==> src/rtl/sr_request_sequencer.sv <==
// Turns two asynchronous, bouncy request levels into clean, clock-aligned S/R
// pulses for a downstream SR flip-flop, rejecting conflicting requests.
module sr_request_sequencer #(
  parameter int DEBOUNCE_CYCLES = 4,
  parameter int PULSE_LEN       = 1,
  parameter int HOLDOFF_CYCLES  = 2,
  parameter int CNT_W           = 8
) (
  input  logic clk,
  input  logic rst,
  input  logic set_req,
  input  logic clr_req,
  output logic s,
  output logic r,
  output logic busy,
  output logic conflict
);

  localparam logic [1:0] IDLE = 2'd0;
  localparam logic [1:0] QUAL = 2'd1;
  localparam logic [1:0] FIRE = 2'd2;
  localparam logic [1:0] HOLD = 2'd3;

  localparam logic PEND_SET = 1'b0;
  localparam logic PEND_CLR = 1'b1;

  localparam logic [CNT_W-1:0] DEB_LAST   = CNT_W'(DEBOUNCE_CYCLES - 1);
  localparam logic [CNT_W-1:0] PULSE_LAST = CNT_W'(PULSE_LEN - 1);
  localparam logic [CNT_W-1:0] HOLD_LAST  = CNT_W'(HOLDOFF_CYCLES - 1);

  logic             set_sync1_q, set_sync2_q, set_prev_q;
  logic             clr_sync1_q, clr_sync2_q, clr_prev_q;
  logic [1:0]       state_q, state_d;
  logic             pend_q, pend_d;
  logic [CNT_W-1:0] cnt_q, cnt_d;
  logic             s_q, s_d;
  logic             r_q, r_d;
  logic             busy_q, busy_d;
  logic             conflict_q, conflict_d;

  logic set_edge, clr_edge, pend_lvl, other_edge;

  always_comb begin
    set_edge   = set_sync2_q & ~set_prev_q;
    clr_edge   = clr_sync2_q & ~clr_prev_q;
    pend_lvl   = (pend_q == PEND_CLR) ? clr_sync2_q : set_sync2_q;
    other_edge = (pend_q == PEND_CLR) ? set_edge : clr_edge;

    state_d    = state_q;
    pend_d     = pend_q;
    cnt_d      = cnt_q;
    conflict_d = 1'b0;

    case (state_q)
      IDLE: begin
        if (set_edge && clr_edge) begin
          conflict_d = 1'b1;
        end else if (set_edge) begin
          state_d = QUAL;
          pend_d  = PEND_SET;
          cnt_d   = '0;
        end else if (clr_edge) begin
          state_d = QUAL;
          pend_d  = PEND_CLR;
          cnt_d   = '0;
        end
      end
      QUAL: begin
        // A dropped level is a glitch; a new edge on the other line is a conflict.
        if (!pend_lvl) begin
          state_d = IDLE;
        end else if (other_edge) begin
          state_d    = IDLE;
          conflict_d = 1'b1;
        end else if (cnt_q == DEB_LAST) begin
          state_d = FIRE;
          cnt_d   = '0;
        end else begin
          cnt_d = cnt_q + 1'b1;
        end
      end
      FIRE: begin
        if (cnt_q == PULSE_LAST) begin
          state_d = HOLD;
          cnt_d   = '0;
        end else begin
          cnt_d = cnt_q + 1'b1;
        end
      end
      default: begin
        if (cnt_q == HOLD_LAST) begin
          state_d = IDLE;
          cnt_d   = '0;
        end else begin
          cnt_d = cnt_q + 1'b1;
        end
      end
    endcase

    // Pulses are registered from the next state so they rise on the edge entering FIRE.
    s_d    = (state_d == FIRE) && (pend_d == PEND_SET);
    r_d    = (state_d == FIRE) && (pend_d == PEND_CLR);
    busy_d = (state_q != IDLE);
  end

  always_ff @(posedge clk) begin
    if (rst) begin
      set_sync1_q <= 1'b0;
      set_sync2_q <= 1'b0;
      set_prev_q  <= 1'b0;
      clr_sync1_q <= 1'b0;
      clr_sync2_q <= 1'b0;
      clr_prev_q  <= 1'b0;
      state_q     <= IDLE;
      pend_q      <= PEND_SET;
      cnt_q       <= '0;
      s_q         <= 1'b0;
      r_q         <= 1'b0;
      busy_q      <= 1'b0;
      conflict_q  <= 1'b0;
    end else begin
      set_sync1_q <= set_req;
      set_sync2_q <= set_sync1_q;
      set_prev_q  <= set_sync2_q;
      clr_sync1_q <= clr_req;
      clr_sync2_q <= clr_sync1_q;
      clr_prev_q  <= clr_sync2_q;
      state_q     <= state_d;
      pend_q      <= pend_d;
      cnt_q       <= cnt_d;
      s_q         <= s_d;
      r_q         <= r_d;
      busy_q      <= busy_d;
      conflict_q  <= conflict_d;
    end
  end

  assign s        = s_q;
  assign r        = r_q;
  assign busy     = busy_q;
  assign conflict = conflict_q;

endmodule

==> config.mk <==
export PLATFORM = sky130hd
export DESIGN_NAME = sr_request_sequencer
export DESIGN_NICKNAME = d
export VERILOG_FILES = /design/src/rtl/sr_request_sequencer.sv
export SDC_FILE = /design/constraint.sdc
export NUM_CORES = 1
export LEC_CHECK = 0
export BUFFER_PORTS_ARGS = -buffer_cell sky130_fd_sc_hd__buf_4
export CORE_ASPECT_RATIO = 1.1
export CORE_MARGIN = 2
export CORE_UTILIZATION = 40
export CTS_CLUSTER_DIAMETER = 40
export CTS_CLUSTER_SIZE = 24
export DETAILED_ROUTE_END_ITERATION = 8
export PLACE_DENSITY_LB_ADDON = 0.2
export SLEW_MARGIN = 20
export SYNTH_ARGS = -nofsm -noshare
export SYNTH_HDL_FRONTEND = slang
export SYNTH_SLANG_ARGS = --single-unit
==> constraint.sdc <==
create_clock -name clk -period 1.6 [get_ports clk]
set_clock_uncertainty 0.05 [all_clocks]
set_input_delay 0.08 -clock clk [delete_from_list [all_inputs] [get_ports clk]]
set_output_delay 0.08 -clock clk [all_outputs]
set_load 0.05 [all_outputs]
==> results.md <==
* Commonest cells after routing, fill and taps aside: buf_4, dfxtp_1, nor2b_1, nor2_1
* Drt drc at 0
* Post-synth top area cell: dfxtp_1
* Longest Clk Path Bufs at 2
* Layout Nets at between 150 and 200
* Total power at around 930 µW
* Most common cell after layout, fill and taps aside: buf_4
* Final Cycle Share at 108%
* Vias at approximately 1,100
* PortBufs at 7
* Initial Utilization at 42.9%
* Synth-to-Final Area Change at 35.2%
* DRT iter0 DRCs at 26
* DRT antenna net count at 0
* Final GP Congestion at a little over 0.8
* Setup-failing EPs final at 11
* CP arrival at about 1.9 ns
* Grt total ovfl at 0
* CTS root buf: clkbuf_4
* First-pass GRT wire length at about 4.6 mm
* Synth top area share at about two fifths
* Mapped Nets at between 100 and 150
* Share of layout cells above drive strength 1 at between 30% and 40%
* Final worst setup slack at -0.132 ns
* Crit path capture type: flop
* Violated checks: setup timing
* VDD IR-drop max at roughly 0.45 mV
* Final wirelength at approximately 2.7 mm
* Sequential fraction of the synthesis area at 38.1%
* H-tree levels at 1
* Die width at approximately 54 µm
* Vias in the first global route at about 1,000
* Slew Limit Fails at 0
* Mapped Area at approximately 1100 µm²
* Flops & latches, synth at 21
* Unique cell type count in the Yosys netlist at 40
* CTS Sinks at 21
* Slew HR at 72.0%
* Highest clock rate at slightly below 0.6 GHz
* MaxCap Viol Count at 0
* Initial antenna violation count at 0
* Synth warn at 0
* CTS tree: done
* Latest clock arrival within the worst-skew pair at 0.30 ns
* Tot GR Track Use at 19.4%
* Largest net degree at the start of global routing at 18
* Row Count at 19
* Syn Area/Cell at 9.04 µm²
* Num ports at 8
* HPWL after detailed placement at 1.93 mm
* Clock transition at path regs at around 0.12 ns
* CP required at 1.75 ns
* TritonCTS Buffers at 3
* Hold WC Path Type: in2reg
* RSZ-0062 raised after global routing: true
* Hold Fails Final Rpt at 0
* Actual slew at the worst max-slew pin at between 0.4 and 0.5 ns
* Setup tns final at -1.08 ns
* Status: complete, but fails checks
* Worst setup SP type: flop
* Wirelength per Cell at approximately 14 µm
* Critical path class: reg2reg
* Leakage at 0.000622 µW
* Die area at roughly 3200 µm²
* Core Footprint at between 2000 and 3000 µm²
* Power Density at 625 nW/µm²
* Minimum clock period at roughly 1.7 ns
* Post-Syn Instances at between 100 and 150
* DR vias/cell at approximately 5.6
* Antenna cells at 0
* Drt pass-1 iters at 4
* Worst Path Max Fanout at 8
* Area contributors post-synth: dfxtp_1, a32o_1, o211ai_1, nor2b_1, ha_1
* Chip Height at between 50 and 60 µm
## power breakdown
part / switching, µW / total (µW) / internal (µW)
Clock: 161 / 254 / 93.0
Sequential: 7.73 / 541 / 533
Combinational: 73.8 / 137 / 62.8
Total: 242 / 931 / 689
## per-stage QoR
step                instances  hold WS (ns)  worst slack, ns  util (%)  cell area (µm²)
floorplan                 122         0.158          -0.0469         -             1100
global placement          184         0.239          -0.0893      54.1             1390
detailed placement        184         0.249           -0.138      54.1             1390
CTS                       193       0.00176           -0.112      57.4             1470
global route              193       0.00333           -0.248      58.0             1490
finish                    193        0.0235           -0.132      58.0             1490
## registers in the layout, indices dropped and copies added, names as in the netlist
register	count
r	1
s	1
set_sync2_q	1
clr_prev_q	1
cnt_q	8
set_sync1_q	1
conflict	1
pend_q	1
busy	1
clr_sync2_q	1
clr_sync1_q	1
set_prev_q	1
state_q	2
## Yosys cell counts, drive strengths merged
library cell  count
o21ai             1
a21oi             6
a41oi             2
clkinv            1
clkbuf            2
nor4              3
o21a              2
inv               7
ha                3
o311a             1
and2b             1
mux2i             1
a211o             1
nand3             6
dfxtp            21
a32oi             1
a211oi            1
xnor2             1
o32a              1
a21bo             1
nor4b             1
and3              4
a221o             1
o211ai            7
o311ai            1
a32o              7
buf               4
nand2b            3
nor2              8
nand2             4
and2              1
nor3              5
nor3b             5
nor2b             8
## routing by layer
| metal | vias to the layer above | track usage [%] | wire [µm] |
|---|---|---|---|
| met1 | 514 | 23.4 | 1200 |
| li1 | 542 | - | - |
| met5 | - | 0 | 0 |
| met2 | 19 | 33.3 | 1390 |
| met3 | 2 | 3.03 | 81 |
| met4 | 0 | 8.57 | 17 |
## final cells by class
class                      instances  area (µm²)
fill                             233        1080
multi-input combinational         87         647
sequential                        21         427
timing repair buffer              42         320
tap                               31        38.8
inverter                           8        30.0
clock buffer                       3        22.5
clock inverter                     1        5.00
## critical path: stages (launching register included)
cell and delay (ns):
dfxtp_1 0.33, buf_4 0.16, nor2_1 0.23, nand3_1 0.15, o311ai_1 0.12, buf_4 0.19, nor3_2 0.04, buf_4 0.15
a32o_1 0.21
## path summary, 6_finish.rpt
path / startpoint / endpoint / slack, ns / depth (start not counted)
setup / recovery: state_q[0] / cnt_q[5] / -0.13 / 8
hold reg to reg: clr_sync1_q / clr_sync2_q / 0.40 / 1
hold / removal: rst / set_prev_q / 0.02 / 2
setup reg to reg: state_q[0] / cnt_q[5] / -0.13 / 8
## kinds of logic (layout without fill, tap and decap cells)
logic type	count (synthesis)	after routing	synth area share [%]
XOR/XNOR	1	1	0.795
flip-flops	21	21	38.1
AND/OR/NAND/NOR	49	49	27.4
multiplexers	1	1	0.908
buffers and inverters	14	54	5.45
adder cells (fa/ha/maj)	3	3	3.41
AO/OA/AOI/OAI	33	33	24.0
## what timing repair did
item | in CTS | in global routing
hold buffers | 2 | 0
setup buffers | 3 | 0
resized for setup | 7 | 4
hold endpoints to repair | 2 | 0
pin swaps | 8 | 3
setup endpoints to repair | 12 | 12
Power figures use the tool's default switching activity.
